===== src/rtl/oled_spi_receiver_if.sv =====
// Byte stream out of the OLED link receiver: head byte, DC tag, valid/ready.
// The receiver drives it as master; the consumer owns byteReady.
interface oled_spi_receiver_if;
  logic [7:0] byteOut;
  logic       byteIsData;
  logic       byteValid;
  logic       byteReady;

  modport master (output byteOut, output byteIsData, output byteValid, input byteReady);
  modport slave  (input byteOut, input byteIsData, input byteValid, output byteReady);
endinterface


===== src/rtl/oled_spi_receiver.sv =====
// OLED serial link receiver: bytes land in the FIFO 2 edges after SCLK rise is first sampled.
// Backpressure via byteReady; bytes arriving at a full FIFO without a pop are dropped (sticky overflow).
module oled_spi_receiver #(
  parameter int FIFO_DEPTH   = 8,
  parameter int IDLE_TIMEOUT = 64,
  parameter int CNT_WIDTH    = 16
) (
  input  logic                 clkX4,
  input  logic                 rst,
  input  logic                 SDIN,
  input  logic                 SCLK,
  input  logic                 DC,
  input  logic                 RES,
  oled_spi_receiver_if.master  byte_if,
  output logic [CNT_WIDTH-1:0] cmdCount,
  output logic [CNT_WIDTH-1:0] dataCount,
  output logic                 overflow,
  output logic                 framingError
);
  localparam int AW = $clog2(FIFO_DEPTH);
  localparam int IW = $clog2(IDLE_TIMEOUT);
  localparam logic [AW:0]          PTR_ONE  = 1;
  localparam logic [IW-1:0]        IDLE_ONE = 1;
  localparam logic [IW-1:0]        IDLE_MAX = IW'(IDLE_TIMEOUT - 1);
  localparam logic [CNT_WIDTH-1:0] CNT_ONE  = 1;

  typedef enum logic {IDLE, SHIFT} state_e;

  state_e          state_q, state_d;
  logic [3:0]      sync1_q, sync2_q;
  logic            sclk_prev_q;
  logic [2:0]      bit_cnt_q, bit_cnt_d;
  logic [7:0]      shift_q, shift_d;
  logic [IW-1:0]   idle_q, idle_d;
  logic [AW:0]     wr_ptr_q, rd_ptr_q;
  logic [8:0]      mem_q [FIFO_DEPTH];
  logic            sdin_s, sclk_s, dc_s, res_s, rise;
  logic            push, fe_set, pop, push_ok, full, empty;
  logic [8:0]      push_dat;

  assign {sdin_s, sclk_s, dc_s, res_s} = sync2_q;
  assign rise     = sclk_s & ~sclk_prev_q;
  assign push_dat = {dc_s, shift_q[6:0], sdin_s};

  always_ff @(posedge clkX4) begin
    if (rst) begin
      sync1_q     <= '0;
      sync2_q     <= '0;
      sclk_prev_q <= 1'b0;
      state_q     <= IDLE;
      bit_cnt_q   <= '0;
      shift_q     <= '0;
      idle_q      <= '0;
    end else begin
      sync1_q     <= {SDIN, SCLK, DC, RES};
      sync2_q     <= sync1_q;
      sclk_prev_q <= sclk_s;
      state_q     <= state_d;
      bit_cnt_q   <= bit_cnt_d;
      shift_q     <= shift_d;
      idle_q      <= idle_d;
    end
  end

  always_comb begin
    state_d   = state_q;
    bit_cnt_d = bit_cnt_q;
    shift_d   = shift_q;
    idle_d    = idle_q;
    push      = 1'b0;
    fe_set    = 1'b0;
    // Panel reset wins over everything; only a partial byte counts as a framing error.
    if (!res_s) begin
      state_d   = IDLE;
      bit_cnt_d = '0;
      shift_d   = '0;
      idle_d    = '0;
      fe_set    = (bit_cnt_q != 3'd0);
    end else begin
      case (state_q)
        IDLE: begin
          if (rise) begin
            shift_d   = {shift_q[6:0], sdin_s};
            bit_cnt_d = 3'd1;
            idle_d    = '0;
            state_d   = SHIFT;
          end
        end
        SHIFT: begin
          if (rise) begin
            shift_d = {shift_q[6:0], sdin_s};
            idle_d  = '0;
            if (bit_cnt_q == 3'd7) begin
              push      = 1'b1;
              bit_cnt_d = '0;
              state_d   = IDLE;
            end else begin
              bit_cnt_d = bit_cnt_q + 3'd1;
            end
          end else if (idle_q == IDLE_MAX) begin
            fe_set    = 1'b1;
            bit_cnt_d = '0;
            shift_d   = '0;
            idle_d    = '0;
            state_d   = IDLE;
          end else begin
            idle_d = idle_q + IDLE_ONE;
          end
        end
        default: state_d = IDLE;
      endcase
    end
  end

  // Extra pointer bit distinguishes full from empty when the indices match.
  assign empty   = (wr_ptr_q == rd_ptr_q);
  assign full    = (wr_ptr_q[AW] != rd_ptr_q[AW]) && (wr_ptr_q[AW-1:0] == rd_ptr_q[AW-1:0]);
  assign pop     = byte_if.byteValid & byte_if.byteReady;
  assign push_ok = push & (~full | pop);

  assign byte_if.byteValid = ~empty;
  assign {byte_if.byteIsData, byte_if.byteOut} = empty ? 9'd0 : mem_q[rd_ptr_q[AW-1:0]];

  always_ff @(posedge clkX4) begin
    if (push_ok) mem_q[wr_ptr_q[AW-1:0]] <= push_dat;
  end

  always_ff @(posedge clkX4) begin
    if (rst) begin
      wr_ptr_q     <= '0;
      rd_ptr_q     <= '0;
      cmdCount     <= '0;
      dataCount    <= '0;
      overflow     <= 1'b0;
      framingError <= 1'b0;
    end else begin
      if (push_ok) wr_ptr_q <= wr_ptr_q + PTR_ONE;
      if (pop)     rd_ptr_q <= rd_ptr_q + PTR_ONE;
      if (push_ok && push_dat[8] && dataCount != '1) dataCount <= dataCount + CNT_ONE;
      if (push_ok && !push_dat[8] && cmdCount != '1) cmdCount <= cmdCount + CNT_ONE;
      if (push && full && !pop) overflow <= 1'b1;
      if (fe_set) framingError <= 1'b1;
    end
  end
endmodule

===== src/flat_wrapper.sv =====
// flat-port wrapper written by rule: the top's interface ports become plain ports
module oled_spi_receiver_flat 
#(
  parameter int FIFO_DEPTH   = 8,
  parameter int IDLE_TIMEOUT = 64,
  parameter int CNT_WIDTH    = 16
)
  (clkX4, rst, SDIN, SCLK, DC, RES, cmdCount, dataCount, overflow, framingError, byte_if_byteOut, byte_if_byteIsData, byte_if_byteValid, byte_if_byteReady);
  oled_spi_receiver_if byte_if_i ();
  input  logic clkX4;
  input  logic rst;
  input  logic SDIN;
  input  logic SCLK;
  input  logic DC;
  input  logic RES;
  output logic [CNT_WIDTH-1:0] cmdCount;
  output logic [CNT_WIDTH-1:0] dataCount;
  output logic overflow;
  output logic framingError;
  output wire logic [$bits(byte_if_i.byteOut)-1:0] byte_if_byteOut;
  output wire logic [$bits(byte_if_i.byteIsData)-1:0] byte_if_byteIsData;
  output wire logic [$bits(byte_if_i.byteValid)-1:0] byte_if_byteValid;
  input wire logic [$bits(byte_if_i.byteReady)-1:0] byte_if_byteReady;
  assign byte_if_byteOut = byte_if_i.byteOut;
  assign byte_if_byteIsData = byte_if_i.byteIsData;
  assign byte_if_byteValid = byte_if_i.byteValid;
  assign byte_if_i.byteReady = byte_if_byteReady;
  oled_spi_receiver #(.FIFO_DEPTH(FIFO_DEPTH), .IDLE_TIMEOUT(IDLE_TIMEOUT), .CNT_WIDTH(CNT_WIDTH)) u_core (.clkX4(clkX4), .rst(rst), .SDIN(SDIN), .SCLK(SCLK), .DC(DC), .RES(RES), .byte_if(byte_if_i), .cmdCount(cmdCount), .dataCount(dataCount), .overflow(overflow), .framingError(framingError));
endmodule

===== config.mk =====
export PLATFORM = sky130hd
export DESIGN_NAME = oled_spi_receiver_flat
export DESIGN_NICKNAME = d
export VERILOG_FILES = /design/src/rtl/oled_spi_receiver_if.sv /design/src/rtl/oled_spi_receiver.sv /design/src/flat_wrapper.sv
export SDC_FILE = /design/constraint.sdc
export NUM_CORES = 1
export LEC_CHECK = 0
export ABC_AREA = 1
export BUFFER_PORTS_ARGS = -buffer_cell sky130_fd_sc_hd__buf_4
export CAP_MARGIN = 20
export CORE_ASPECT_RATIO = 0.9
export CORE_MARGIN = 1
export CORE_UTILIZATION = 59
export CTS_CLUSTER_SIZE = 30
export DETAILED_ROUTE_END_ITERATION = 6
export PLACE_DENSITY = 0.79
export SLEW_MARGIN = 20
export SYNTH_ARGS = -nofsm -noshare
export SYNTH_HDL_FRONTEND = slang
export SYNTH_SLANG_ARGS = --single-unit
export TNS_END_PERCENT = 10

===== constraint.sdc =====
create_clock -name clkX4 -period 3.3 [get_ports clkX4]
set_input_delay 0.495 -clock clkX4 [delete_from_list [all_inputs] [get_ports clkX4]]
set_output_delay 0.495 -clock clkX4 [all_outputs]
set_load 0.03 [all_outputs]

==> implementation parameters <==
Parameter                              Value

Outcome
  Result of the run    finished clean

Clock tree
  Post-CTS clock slew at the launch and capture registers of the worst setup and hold paths    60 ps
  TritonCTS clock tree    yes
  Post-CTS Setup Repair Bufs    0
  Clk root buf    sky130_fd_sc_hd__clkbuf_16
  H-tree levels    4
  Latest clock arrival within the worst-skew pair    420 ps
  Maximum count of clock buffers along a single path    2
  Clock buffer count from CTS    17
  Count of hold buffers inserted by post-cts repair    0
  Total of cells resized after clock tree synthesis    0
  Number of sinks handled by clock tree synthesis    143

Worst setup path
  Critical R2R Capture    u_core.mem_q[0][0]
  Crit path required time    2800 ps
  Arrival @ worst endpoint    2130 ps
  Critical path launch point type    flip-flop
  Worst Path Max Fanout    30
  Cell repeated most along the worst path    sky130_fd_sc_hd__nor2_1
  Bufs and invs on worst path    2
  Count of cell instances traversed by the critical path    6
  Crit-path cells    buf_4, nor2_1, o32ai_1, nor2_1, nor2_1, buf_4
  Slowest library cell on the worst path    sky130_fd_sc_hd__dfxtp_1
  Critical register-to-register path startpoint    u_core.bit_cnt_q[0]
  Worst R2R Path Depth    8
  Crit path capture type    output pin
  Flop-to-flop setup slack    920 ps
  Critical path's largest stage delay    450 ps
  Type of the worst setup path    flip-flop to output pin
  Family with the most delay on the worst path    buffers and inverters

Yosys
  Most instantiated cells after synthesis    183 x sky130_fd_sc_hd__nor2_1, 134 x sky130_fd_sc_hd__nand2_1, 72 x sky130_fd_sc_hd__edfxtp_1, 71 x sky130_fd_sc_hd__dfxtp_1, 58 x sky130_fd_sc_hd__inv_1
  Share of synthesized area occupied by flip-flops and latches    57.0%
  Top post-synthesis cells by area    sky130_fd_sc_hd__edfxtp_1 34%, sky130_fd_sc_hd__dfxtp_1 23%, sky130_fd_sc_hd__nor2_1 11%, sky130_fd_sc_hd__nand2_1 8.0%, sky130_fd_sc_hd__inv_1 3.5%
  Number of enable-type register cells in the synthesized netlist    72
  Gate count of the mapped netlist    720
  Fraction of synthesized cell area taken by the top area cell type    34.4%
  Synth Cell Area    0.00629 mm²
  Flip-flop cell with the highest count after synthesis    sky130_fd_sc_hd__edfxtp_1
  Mean area per synthesized cell    8.73 µm²
  Count leader, synth    sky130_fd_sc_hd__nor2_1
  Synthesized Nets    735
  Flip-flop and latch count after synthesis    143
  Fraction of registers with async set or reset after synthesis    0%
  Dominant cell type by area after synthesis    sky130_fd_sc_hd__edfxtp_1
  Yosys Warn Count    0
  Synth unique cells    36

Die
  Chip height    99.9 µm
  Core ar.    0.0103 mm²
  Floorplan row count    35
  Starting utilization of the core area    61.1%
  Die Span X    111 µm
  Total die area    0.0111 mm²
  Top-Level Pins    51

STA
  Unrepaired setup endpoints after global routing    no
  Number of max-slew violations in the final report    0
  Measured slew at the worst slew-check pin    830 ps
  Final-layout setup total negative slack    0 ps
  Fin Hold WS    279 ps
  Number of failing hold endpoints at the final stage    0
  Worst clock skew    8.43 ps
  Fin crit share    79.6%
  Final Setup Violations    0
  Max Clk Rate    381 MHz
  Remaining max-slew budget at the tightest pin    44.5%
  Final min period    2630 ps
  Minimum setup slack in the final design    675 ps

Global routing
  Vias in the first global route    4596
  GRT overflow    0
  Pin count of the biggest net entering global routing    37
  Antenna violations before repair    0
  Overall fraction of global-route tracks in use    24.9%
  Wire length of the first global-routing pass    21800 µm

Min path
  Hold Path Stages    3
  Startpoint of the lowest-slack hold path    SCLK
  Type of the most critical hold path    primary input to flip-flop
  End of the worst hold path    u_core.sync1_q[2]

Cells and area
  Layout overhead on the synthesized area    16.8%
  Share of the core filled with cells in the final layout    71.4%
  Final standard cell count with taps included and fillers excluded    915
  Count of fill cells added during filler insertion    758
  Number of diodes    0
  Ratio of cells with drive above 1 in the final layout    14.0%
  Net count, final    788

Routing
  Count of antenna-violating nets left after detailed routing    0
  Via total after detailed routing    4944
  Number of search-and-repair iterations in the first detailed-routing pass    5
  Number of design rule violations left after detail routing    0
  DRC violation total after the first TritonRoute iteration    267
  Via density    5.40
  WL final    13000 µm
  Routed WL per cell    14.2 µm

Power and ir drop
  Power density over the cells    546 mW/mm²
  Static Leak    2.94 nW
  Worst IR drop on VDD    390 µV

Place
  Final weighted congestion in routability-driven placement    0.831
  Half-perimeter wire length after detailed placement    8630 µm
  IO buf count    50
  Placement-stage worst setup slack    916 ps
  Inst Count DP    883

Run
  Total of max-cap violations    0
## worst reg2reg max path, cell delays in order (launching register included)
cell	delay, ps
sky130_fd_sc_hd__dfxtp_1	360
sky130_fd_sc_hd__ha_1	160
sky130_fd_sc_hd__ha_1	200
sky130_fd_sc_hd__nand3_1	150
sky130_fd_sc_hd__nor2_4	250
sky130_fd_sc_hd__nand2_2	150
sky130_fd_sc_hd__inv_2	90
sky130_fd_sc_hd__nand2_1	120
sky130_fd_sc_hd__nor2_1	550
## report_power, final
group | total, mW | internal [mW] | switching [mW]
sequential | 1.87 | 1.86 | 0.0115
clock | 1.87 | 1.17 | 0.699
combinational | 0.273 | 0.0900 | 0.183
## metrics by stage
| stage | power, mW | instance area [µm²] |
|---|---|---|
| 3_3_place_gp | 2.17 | 6770 |
| 2_1_floorplan | 2.10 | 6290 |
| 4_1_cts | 4.02 | 7340 |
| 5_1_grt | 4.14 | 7340 |
| 3_5_place_dp | 2.18 | 6770 |
| 6_report | 4.01 | 7340 |
## how the worst max path moves through the flow
stage                    endpoint  slack [ps]
2_1_floorplan  u_core.mem_q[2][0]         980
3_3_place_gp   u_core.mem_q[0][1]        1020
3_5_place_dp   u_core.mem_q[0][3]         920
4_1_cts        byte_if_byteIsData         690
5_1_grt        byte_if_byteOut[0]         520
6_report       byte_if_byteIsData         670
## metal layers
layer / global-route usage (%) / part of all wire, % / vias to the layer above
li1: - / - / 2468
met3: 6.34 / 5.6 / 14
met5: 0 / 0 / -
met4: 8.00 / 1.1 / 0
met1: 32.9 / 46 / 2323
met2: 40.9 / 48 / 139
## cell families (layout without fill, tap and decap cells)
kind of cell	Yosys count	in the layout	share of synthesized area (%)
buffers and inverters	89	155	5.83
AO/OA/AOI/OAI	86	86	8.04
AND/OR/NAND/NOR	382	382	25.7
XOR/XNOR	12	12	1.79
flip-flops	143	143	57.0
adder cells (fa/ha/maj)	8	8	1.59
## layout by cell type, fill, tap and decap left out, types with 4 or more instances in the layout
master | Yosys | routed
sky130_fd_sc_hd__a21oi_1 | 27 | 27
sky130_fd_sc_hd__buf_4 | 3 | 60
sky130_fd_sc_hd__clkbuf_16 | 0 | 17
sky130_fd_sc_hd__clkinv_1 | 2 | 7
sky130_fd_sc_hd__clkinv_2 | 0 | 4
sky130_fd_sc_hd__dfxtp_1 | 71 | 71
sky130_fd_sc_hd__edfxtp_1 | 72 | 72
sky130_fd_sc_hd__ha_1 | 8 | 8
sky130_fd_sc_hd__inv_1 | 58 | 58
sky130_fd_sc_hd__nand2_1 | 134 | 134
sky130_fd_sc_hd__nand3_1 | 26 | 26
sky130_fd_sc_hd__nor2_1 | 183 | 183
sky130_fd_sc_hd__nor2_2 | 9 | 9
sky130_fd_sc_hd__nor3_1 | 9 | 9
sky130_fd_sc_hd__o21ai_0 | 35 | 35
sky130_fd_sc_hd__o32ai_1 | 18 | 18
sky130_fd_sc_hd__xor2_1 | 11 | 11
## sequential cells by signal, summed over array words and instances (netlist names), named ones only
signal               cells
u_core.mem_q            72
u_core.cmdCount         16
u_core.dataCount        16
u_core.shift_q           7
u_core.idle_q            6
u_core.rd_ptr_q          4
u_core.sync1_q           4
u_core.sync2_q           4
u_core.wr_ptr_q          4
u_core.bit_cnt_q         3
u_core.framingError      1
u_core.overflow          1
u_core.sclk_prev_q       1
u_core.state_q           1
## area by class of cell
cell class              count  area (µm²)  area share (%)
clock buffers              17         425            5.79
flip-flops and latches    143        3580            48.8
clock inverters            15         151            2.06
multi-input cells         488        2340            31.8
inverters                  63         236            3.22
well taps                 129         161            2.20
repair buffers             60         450            6.13
Power figures use the tool's default switching activity.
